===== src/rtl/alu_pkg.sv =====
// Shared ALU operation encodings, legality check and execute-unit FSM states.
// Imported by the control decoder and the serial execute unit.
package alu_pkg;

  localparam logic [3:0] ALU_AND = 4'b0000;
  localparam logic [3:0] ALU_OR  = 4'b0001;
  localparam logic [3:0] ALU_ADD = 4'b0010;
  localparam logic [3:0] ALU_SUB = 4'b0110;
  localparam logic [3:0] ALU_SLT = 4'b0111;
  localparam logic [3:0] ALU_XOR = 4'b1100;

  typedef enum logic [1:0] {
    IDLE = 2'd0,
    BUSY = 2'd1,
    DONE = 2'd2
  } state_t;

  function automatic logic is_legal_op(input logic [3:0] op);
    return (op == ALU_AND) || (op == ALU_OR)  ||
           (op == ALU_ADD) || (op == ALU_SUB) ||
           (op == ALU_SLT) || (op == ALU_XOR);
  endfunction

  function automatic logic is_sub_op(input logic [3:0] op);
    return (op == ALU_SUB) || (op == ALU_SLT);
  endfunction

endpackage


===== src/rtl/alu_digit_slice.sv =====
// One DIGIT-wide slice of the serial ALU: add/subtract with carry
// chaining, or a plain bitwise logic op.
module alu_digit_slice
  import alu_pkg::*;
#(
  parameter int DIGIT = 8
) (
  input  logic [3:0]       op_i,
  input  logic [DIGIT-1:0] a_i,
  input  logic [DIGIT-1:0] b_i,
  input  logic             c_i,
  output logic [DIGIT-1:0] y_o,
  output logic             c_o
);

  logic [DIGIT-1:0] bx;
  logic [DIGIT:0]   sum;

  always_comb begin
    bx  = is_sub_op(op_i) ? ~b_i : b_i;
    sum = {1'b0, a_i} + {1'b0, bx} + {{DIGIT{1'b0}}, c_i};
    c_o = sum[DIGIT];
    y_o = sum[DIGIT-1:0];
    unique case (op_i)
      ALU_AND: y_o = a_i & b_i;
      ALU_OR:  y_o = a_i | b_i;
      ALU_XOR: y_o = a_i ^ b_i;
      default: y_o = sum[DIGIT-1:0];
    endcase
  end

endmodule


===== src/rtl/alu_serial_exec.sv =====
// Digit-serial execute unit: LSB-first, DIGIT bits per cycle,
// valid/ready on both the operand and the result side.
module alu_serial_exec
  import alu_pkg::*;
#(
  parameter int WIDTH = 32,
  parameter int DIGIT = 8
) (
  input  logic             clk,
  input  logic             reset,
  input  logic             in_valid,
  output logic             in_ready,
  input  logic [3:0]       operation,
  input  logic [WIDTH-1:0] a,
  input  logic [WIDTH-1:0] b,
  output logic             out_valid,
  input  logic             out_ready,
  output logic [WIDTH-1:0] result,
  output logic             zero,
  output logic             illegal
);

  localparam int NDIG = WIDTH / DIGIT;
  localparam int CW   = (NDIG > 1) ? $clog2(NDIG) : 1;

  state_t           state_q, state_d;
  logic [3:0]       op_q, op_d;
  logic [WIDTH-1:0] a_q, a_d;
  logic [WIDTH-1:0] b_q, b_d;
  logic [WIDTH-1:0] res_q, res_d;
  logic             carry_q, carry_d;
  logic [CW-1:0]    cnt_q, cnt_d;
  logic             zero_q, zero_d;
  logic             ill_q, ill_d;

  logic [DIGIT-1:0]       dig_y;
  logic                   dig_c;
  logic [WIDTH+DIGIT-1:0] res_cat;
  logic [WIDTH-1:0]       res_shift;
  logic [WIDTH-1:0]       res_fin;
  logic                   ovf;
  logic                   last;

  alu_digit_slice #(.DIGIT(DIGIT)) u_slice (
    .op_i (op_q),
    .a_i  (a_q[DIGIT-1:0]),
    .b_i  (b_q[DIGIT-1:0]),
    .c_i  (carry_q),
    .y_o  (dig_y),
    .c_o  (dig_c)
  );

  // On the last digit the slice MSB is the sign of the full result.
  always_comb begin
    res_cat   = {dig_y, res_q};
    res_shift = res_cat[WIDTH+DIGIT-1:DIGIT];
    last      = (cnt_q == CW'(NDIG - 1));
    ovf       = (a_q[DIGIT-1] != b_q[DIGIT-1]) &&
                (dig_y[DIGIT-1] != a_q[DIGIT-1]);
    res_fin   = res_shift;
    if (op_q == ALU_SLT)
      res_fin = {{(WIDTH-1){1'b0}}, dig_y[DIGIT-1] ^ ovf};
  end

  always_comb begin
    state_d = state_q;
    op_d    = op_q;
    a_d     = a_q;
    b_d     = b_q;
    res_d   = res_q;
    carry_d = carry_q;
    cnt_d   = cnt_q;
    zero_d  = zero_q;
    ill_d   = ill_q;
    unique case (state_q)
      IDLE: begin
        if (in_valid) begin
          op_d    = operation;
          a_d     = a;
          b_d     = b;
          carry_d = is_sub_op(operation);
          cnt_d   = '0;
          if (is_legal_op(operation)) begin
            state_d = BUSY;
            ill_d   = 1'b0;
          end else begin
            state_d = DONE;
            res_d   = '0;
            zero_d  = 1'b1;
            ill_d   = 1'b1;
          end
        end
      end
      BUSY: begin
        a_d     = a_q >> DIGIT;
        b_d     = b_q >> DIGIT;
        carry_d = dig_c;
        cnt_d   = cnt_q + 1'b1;
        res_d   = res_shift;
        if (last) begin
          state_d = DONE;
          res_d   = res_fin;
          zero_d  = (res_fin == '0);
        end
      end
      DONE: begin
        if (out_ready) state_d = IDLE;
      end
      default: state_d = IDLE;
    endcase
  end

  always_ff @(posedge clk) begin
    if (reset) begin
      state_q <= IDLE;
      op_q    <= '0;
      a_q     <= '0;
      b_q     <= '0;
      res_q   <= '0;
      carry_q <= 1'b0;
      cnt_q   <= '0;
      zero_q  <= 1'b0;
      ill_q   <= 1'b0;
    end else begin
      state_q <= state_d;
      op_q    <= op_d;
      a_q     <= a_d;
      b_q     <= b_d;
      res_q   <= res_d;
      carry_q <= carry_d;
      cnt_q   <= cnt_d;
      zero_q  <= zero_d;
      ill_q   <= ill_d;
    end
  end

  assign in_ready  = (state_q == IDLE) && !reset;
  assign out_valid = (state_q == DONE);
  assign result    = res_q;
  assign zero      = zero_q;
  assign illegal   = ill_q;

endmodule

===== config.mk =====
export PLATFORM = sky130hd
export DESIGN_NAME = alu_serial_exec
export DESIGN_NICKNAME = d
export VERILOG_FILES = /design/src/rtl/alu_pkg.sv /design/src/rtl/alu_digit_slice.sv /design/src/rtl/alu_serial_exec.sv
export SDC_FILE = /design/constraint.sdc
export NUM_CORES = 1
export LEC_CHECK = 0
export ABC_AREA = 1
export CORE_UTILIZATION = 47
export DETAILED_ROUTE_END_ITERATION = 7
export PLACE_DENSITY = 0.75
export SYNTH_ARGS = -nofsm -noshare
export SYNTH_HDL_FRONTEND = slang
export SYNTH_SLANG_ARGS = --single-unit

===== constraint.sdc =====
create_clock -name clk -period 2.4 [get_ports clk]
set_input_delay 0.36 -clock clk [delete_from_list [all_inputs] [get_ports clk]]
set_output_delay 0.36 -clock clk [all_outputs]
set_load 0.1 [all_outputs]

==> tab_implementation.tex <==
\begin{tabular}{lr}
\hline
Metric & Value \\
\hline
\multicolumn{2}{l}{\textbf{Clock tree}} \\
Worst skew pair latency & 0.35 ns \\
Buffers from clock root to sink, at most & 2 \\
Number of buffers created by CTS & 9 \\
Clock-pin slew on the worst setup and hold paths & 0.07 ns \\
CTS tree & yes \\
CTS sink cnt & $\sim$110 \\
Root Driver & sky130\_fd\_sc\_hd\_\_clkbuf\_16 \\
\# H-tree levels & 3 \\
\multicolumn{2}{l}{\textbf{Logic synthesis}} \\
Synth top area share & 40.4\% \\
Avg Cell Area, Syn & 7.10 um\^{}2 \\
Total of warnings raised by yosys & 0 \\
Sequential share of the synthesized area & 40.4\% \\
Syn Inst Count & 748 \\
Async set-or-reset flop fraction in the synthesized netlist & 0\% \\
List of most frequent post-synthesis cells & sky130\_fd\_sc\_hd\_\_nand2\_1, sky130\_fd\_sc\_hd\_\_dfxtp\_1, sky130\_fd\_sc\_hd\_\_a21oi\_1 \\
Cell area after technology mapping & approximately 5300 um\^{}2 \\
Flip-flop and latch count after synthesis & 107 \\
Number of enable-type register cells in the synthesized netlist & 0 \\
Top FF cell, synth & sky130\_fd\_sc\_hd\_\_dfxtp\_1 \\
Cell with the most instances after synthesis & sky130\_fd\_sc\_hd\_\_nand2\_1 \\
Mapped Nets & 846 \\
Main area contributors after synthesis & sky130\_fd\_sc\_hd\_\_dfxtp\_1, sky130\_fd\_sc\_hd\_\_nand2\_1, sky130\_fd\_sc\_hd\_\_a21oi\_1 \\
Number of unique standard cell types used by synthesis & 31 \\
Post-synth top area cell & sky130\_fd\_sc\_hd\_\_dfxtp\_1 \\
\multicolumn{2}{l}{\textbf{Floorplanning}} \\
Number of I/O pins & approximately 110 \\
Die Ht & 108 um \\
Die X-Extent & between 100 and 150 um \\
Starting Density & 48.5\% \\
Total number of placement rows & 38 \\
Core area & 10900 um\^{}2 \\
Die area & 11700 um\^{}2 \\
\multicolumn{2}{l}{\textbf{Timing}} \\
Final clock skew & around 0.0067 ns \\
Setup violators final & 0 \\
Portion of the clock cycle consumed by the worst path in the final layout & 97.5\% \\
Setup repair after global routing missed its margin & true \\
Hold Violations, Final & 0 \\
Worst Tran Pin Value & 0.920 ns \\
Fmax & 427 MHz \\
Number of max-slew violations in the final report & 0 \\
Final critical path time including I/O delays and setup & 2.34 ns \\
Final sum of negative setup slack & 0 ns \\
Max\_slew headroom & 38.6\% \\
\multicolumn{2}{l}{\textbf{Global route}} \\
Overall overflow remaining after global route & 0 \\
Pin count of the biggest net entering global routing & 63 \\
Antenna violations before repair & 0 \\
Via count of the first global-routing pass & 4992 \\
Wire length of the first global-routing pass & around 23000 um \\
Global-route usage over all layers & 24.4\% \\
\multicolumn{2}{l}{\textbf{Critical path}} \\
Highest net fanout along the worst path & 2 \\
Largest stage delay, worst path & around 0.42 ns \\
Worst EP arrival & 2.63 ns \\
Reg-to-reg critical path startpoint & op\_q[3] \\
CP Class & reg -> reg \\
Endpoint of the most critical register-to-register path & zero \\
Worst reg-to-reg setup slack & 0.06 ns \\
Number of cells traversed by the worst register-to-register path & 14 \\
WP data required & 2.69 ns \\
Cell occurring most often along the worst timing path & sky130\_fd\_sc\_hd\_\_nand2\_1 \\
Setup crit end kind & flop \\
Cells along the critical path & inv\_2, nand3\_4, xor2\_1, fa\_2, inv\_2, fa\_2, or2\_1, nand2\_1, nand3\_1, nor2\_1, nand3\_1, nand2\_1, nand2\_1, a21oi\_2 \\
Worst setup SP type & flop \\
Slowest cell on the critical path & sky130\_fd\_sc\_hd\_\_fa\_2 \\
\multicolumn{2}{l}{\textbf{Place}} \\
Post-detail-place hpwl & $\sim$9800 um \\
Port buffer count & about 110 \\
Placer congestion estimate & 0.880 \\
\multicolumn{2}{l}{\textbf{Route}} \\
Wire per inst & 13.9 um \\
Via count of the routed design & roughly 5300 \\
Routed vias/inst & about 5.4 \\
Iteration-0 DRC Markers & 339 \\
Drt drc & 0 \\
Detailed-router iteration count before antenna repair & 5 \\
Routed wire length & 13700 um \\
Post-DRT Antenna Nets & 0 \\
\multicolumn{2}{l}{\textbf{Layout}} \\
Antenna diodes & 0 \\
Share of layout cells above drive strength 1 & 12.3\% \\
Utilization after layout & 62.3\% \\
Number of nets in the layout & 940 \\
Layout Area Growth over Synthesis & 28.3\% \\
\multicolumn{2}{l}{\textbf{Outcome}} \\
Status & completed \\
\multicolumn{2}{l}{\textbf{Power and ir drop}} \\
Highest ir drop seen on vdd & 0.000486 V \\
Areal power density over the cells & 745 nW/um\^{}2 \\
P\_leak & approximately 0.0029 uW \\
Final total power & 5070 uW \\
\multicolumn{2}{l}{\textbf{Job}} \\
Maximum Capacitance Violations & 0 \\
\multicolumn{2}{l}{\textbf{Min path}} \\
Min-delay src & b\_q[30] \\
Worst Hold Endpoint & b\_q[30] \\
Class of the tightest hold or removal check & reg -> reg \\
Hold depth & 2 \\
\hline
\end{tabular}
## cell type report
type / instances / area, um^2
clock buffers: 11 / 233
clock inverters: 5 / 67.6
well taps: 140 / 175
flip-flops and latches: 107 / 2140
repair buffers: 127 / 1180
multi-input cells: 542 / 2800
inverters: 55 / 206
fillers: 980 / 4130
## how the worst max path moves through the flow
| stage | slack, ns | end | startpoint | cells past startpoint |
|---|---|---|---|---|
| global placement | 0.05 | zero | op_q[3] | 14 |
| detailed placement | -0.02 | zero | op_q[3] | 14 |
| finish | 0.06 | zero | op_q[3] | 14 |
| floorplan | 0.009 | zero | op_q[1] | 14 |
| CTS | 0.04 | zero | op_q[3] | 14 |
| global route | -0.06 | zero | op_q[3] | 14 |
## power breakdown
| part | internal [uW] | switching [uW] | leakage (uW) |
|---|---|---|---|
| clock | 827 | 678 | 0.000147 |
| sequential | 1960 | 135 | 0.000879 |
| combinational | 558 | 916 | 0.00184 |
| total | 3340 | 1730 | 0.00287 |
## flip-flops by register name (all words and copies together), names as in the netlist
signal / flops
b_q: 32
state_q: 2
zero: 1
result: 32
cnt_q: 2
carry_q: 1
illegal: 1
a_q: 32
op_q: 4
## per-stage QoR
stage	setup slack, ns	hold WS (ns)	cells	instance area, um^2
after global placement	0.0536	0.448	968	6440
after CTS	0.0403	0.465	984	6740
after floorplan	0.00855	0.433	748	5320
final	0.0599	0.464	987	6810
after detailed placement	-0.0205	0.454	968	6440
after global routing	-0.0554	0.485	987	6810
## worst max-delay path: cells and delay by family, from the launching register on
| family | cells | cell delay, ns |
|---|---|---|
| flip-flops | 1 | 0.33 |
| AO/OA/AOI/OAI | 1 | 0.11 |
| adder cells (fa/ha/maj) | 2 | 0.79 |
| XOR/XNOR | 1 | 0.16 |
| buffers and inverters | 2 | 0.15 |
| AND/OR/NAND/NOR | 8 | 0.74 |
## placed cells by master, fill, tap and decap left out, drive strengths merged, types with 2 or more instances in the layout
master and count:
a21oi 63, clkdlybuf4s50 70, buf 57, clkbuf 11
ha 24, dfxtp 107, xor2 8, fa 2
nand4 8, nand2 243, xnor2 2, nor3 2
nand3b 4, inv 58, nand3 37, nor2 35
a31oi 48, o21ai 60
## routing by layer
metal	GRT usage, %	up-vias	wire length, um
li1	-	2659	-
met1	30.7	2483	6190
met2	41.7	136	6740
met3	4.64	20	604
met4	8.11	0	203
met5	0	-	0
## cell families after synthesis
| group | Yosys count | synth area share, % |
|---|---|---|
| buffers and inverters | 99 | 7.97 |
| AND/OR/NAND/NOR | 331 | 25.6 |
| flip-flops | 107 | 40.4 |
| adder cells (fa/ha/maj) | 26 | 6.41 |
| XOR/XNOR | 10 | 1.65 |
| AO/OA/AOI/OAI | 175 | 18.0 |
## repair_timing
action                     CTS  global route
pin swaps                    0            10
hold buffers                 0             0
buffers inserted             0             3
gates cloned                 0             0
resized for setup            2            13
setup endpoints to repair    1             3
(Power assumes the default switching activity.)
==> edit (config.mk and constraints unchanged) <==
`WIDTH`: 32 -> 64.
--- a/src/rtl/alu_serial_exec.sv
+++ b/src/rtl/alu_serial_exec.sv
@@ -5,3 +5,3 @@
 #(
-  parameter int WIDTH = 32,
+  parameter int WIDTH = 64,
   parameter int DIGIT = 8
Ports: changed (resized a, b and result); port bits go from 108 to 204. No check against the original RTL was run, so the function may have changed too.
==> edit against the unedited design <==
- wire length is 87% higher
- final area rose by 78%
- fmax up 3.4%
- clock skew grew 0.0048 ns
- area after synthesis rose by 73%
- total power increased by 88%
- sequential cell count grew 97
- setup slack gained 0.076 ns
- clock power grew 140%
- combinational power increased by 39%
- non-clock buffer count grew 101
- final cell count is 74% higher
- highest routed layer unchanged
==> edit: results (changes against the unedited design) <==
- The number of fillers in the final layout is 1,709 (was 980).
- Switching power: 2.830 mW (was 1.729 mW)
- Measured slew at the worst slew-check pin: 1.162 ns (was 0.9198 ns)
- Mean number of vias per cell: 5.245 (was 5.368)
- The worst min-delay path category was primary input to register (was register to register).
* Run status: complete, no violations (unchanged)
- Arithmetic-cell share of the synthesized area counting full adders, half adders and majority gates: 0.03847 (was 0.06412)
- The fraction of layout instances using a drive strength above 1 came to 0.1103 (was 0.1228).
- Post-synth net total: 1,444 (was 846)
- Fraction of the mapped netlist area in compound gates: 0.2024 (was 0.1796)
- Leading cell types by count after synthesis: sky130_fd_sc_hd__nand2_1 (442), sky130_fd_sc_hd__dfxtp_1 (204), sky130_fd_sc_hd__a31oi_1 (113) (was sky130_fd_sc_hd__nand2_1 (240), sky130_fd_sc_hd__dfxtp_1 (107), sky130_fd_sc_hd__a21oi_1 (62)).
- The post-placement setup slack came to 0.08679 ns (was -0.02050 ns).
- The source of the worst hold timing path was reset (was b_q[30]).
- The global-route usage over all layers was 0.2563 (was 0.2435).
- WP data arrival: 2.70 ns (was 2.63 ns)
- Max Clock Skew: 0.01151 ns (was 0.006696 ns)
- The maximum number of pins on one net before global-route repair came to 113 (was 63).
* Post-synthesis xor/xnor area fraction: 0.01050 (was 0.01650)
- Power in the clock group: 3.53 mW (was 1.50 mW)
- The clock latency at the later pin of the worst-skew pair was 0.50 ns (was 0.35 ns).
- Area contributors post-synth: sky130_fd_sc_hd__dfxtp_1 (45%), sky130_fd_sc_hd__nand2_1 (18%), sky130_fd_sc_hd__a31oi_1 (7.7%) (was sky130_fd_sc_hd__dfxtp_1 (40%), sky130_fd_sc_hd__nand2_1 (17%), sky130_fd_sc_hd__a21oi_1 (5.8%)).
- The net count reported at finish was 1,608 (was 940).
* DPL Wire Length: 17,500 µm (was 9839 µm)
* Placement Cell Area: 11,290 µm² (was 6440 µm²)
- The power share of the clock group is 0.371 (was 0.297).
* Placer Congestion: 0.8535 (was 0.8803)
* Routed length per instance: 14.95 µm (was 13.91 µm)
* Max IR drop VDD: 0.0004490 V (was 0.0004858 V)
- The register-to-register setup slack is 0.14 ns (was 0.06 ns).
* DRT iter0 DRCs: 717 (was 339)
- Initial antenna violation count: 1 (was 0)
* Port Buffer Count: 203 (was 107)
- Clock buffer count from CTS: 22 (was 9)
- Wire length of the first global-routing pass: 42,070 µm (was 22,720 µm)
- The combinational share of power was 0.215 (was 0.291).
- The standby leakage power came to 4.979 nW (was 2.867 nW).
* Count of cell types in the netlist: 34 (was 31)
- The highest fanout seen on the critical path was 3 (was 2).
- The capture endpoint of the worst hold path is result[47] (was b_q[30]).
* Post-route worst hold slack: 0.2792 ns (was 0.4642 ns)
* Longest Clk Path Bufs: 3 (was 2)
==> edit: cell count changes in the layout (fill, tap and decap cells not counted), sizes merged, moves of 7 or more <==
cell / delta
dfxtp: +97
buf: +37
a21oi: +33
a31oi: +65
clkdlybuf4s50: +64
inv: +7
clkbuf: +19
nor2: +20
nand2: +202
o21ai: +61
==> edit: through the flow <==
| step | util | setup TNS [ns] | std cells |
|---|---|---|---|
| finish | 0.6414 | 0 | 1721 |
| floorplan | - | 0 | 1281 |
| CTS | 0.6374 | 0 | 1718 |
| global placement | 0.5974 | 0 | 1679 |
| global route | 0.6414 | -0.02507 | 1721 |
| detailed placement | 0.5974 | 0 | 1679 |
==> edit: area by class of cell <==
type,instances,area share
Clock inverter,9,0.01022
Clock buffer,30,0.05214
Inverter,66,0.02117
Antenna cell,1,0.0002065
Tap cell,260,0.02685
Multi-Input combinational cell,923,0.3739
Sequential cell,204,0.3372
Timing Repair Buffer,228,0.1783
==> edit: kinds of logic after synthesis <==
kind of cell    Yosys count
compound gates          338
xor+xnor                 11
fa+ha+maj                27
buf+inv                 154
flops                   204
simple gates            547
==> edit: timing repair <==
item,in CTS,in global routing
buffers inserted,0,2
endpoints found under the setup margin,0,6
hold buffers,0,0
gates resized for setup,0,17
==> edit: layer usage <==
metal  wire length (µm)  GRT usage
met1              11500     0.3430
met2              12270     0.4296
met3               1578    0.04522
met4                371    0.05829
met5                  0          0
==> edit: worst max-delay path, delay by kind of cell, from the launching register on <==
family / cells / cell delay [ns]
XOR/XNOR: 1 / 0.16
buffers and inverters: 2 / 0.16
AO/OA/AOI/OAI: 1 / 0.12
adder cells (fa/ha/maj): 2 / 0.76
AND/OR/NAND/NOR: 6 / 0.65
flip-flops: 1 / 0.35
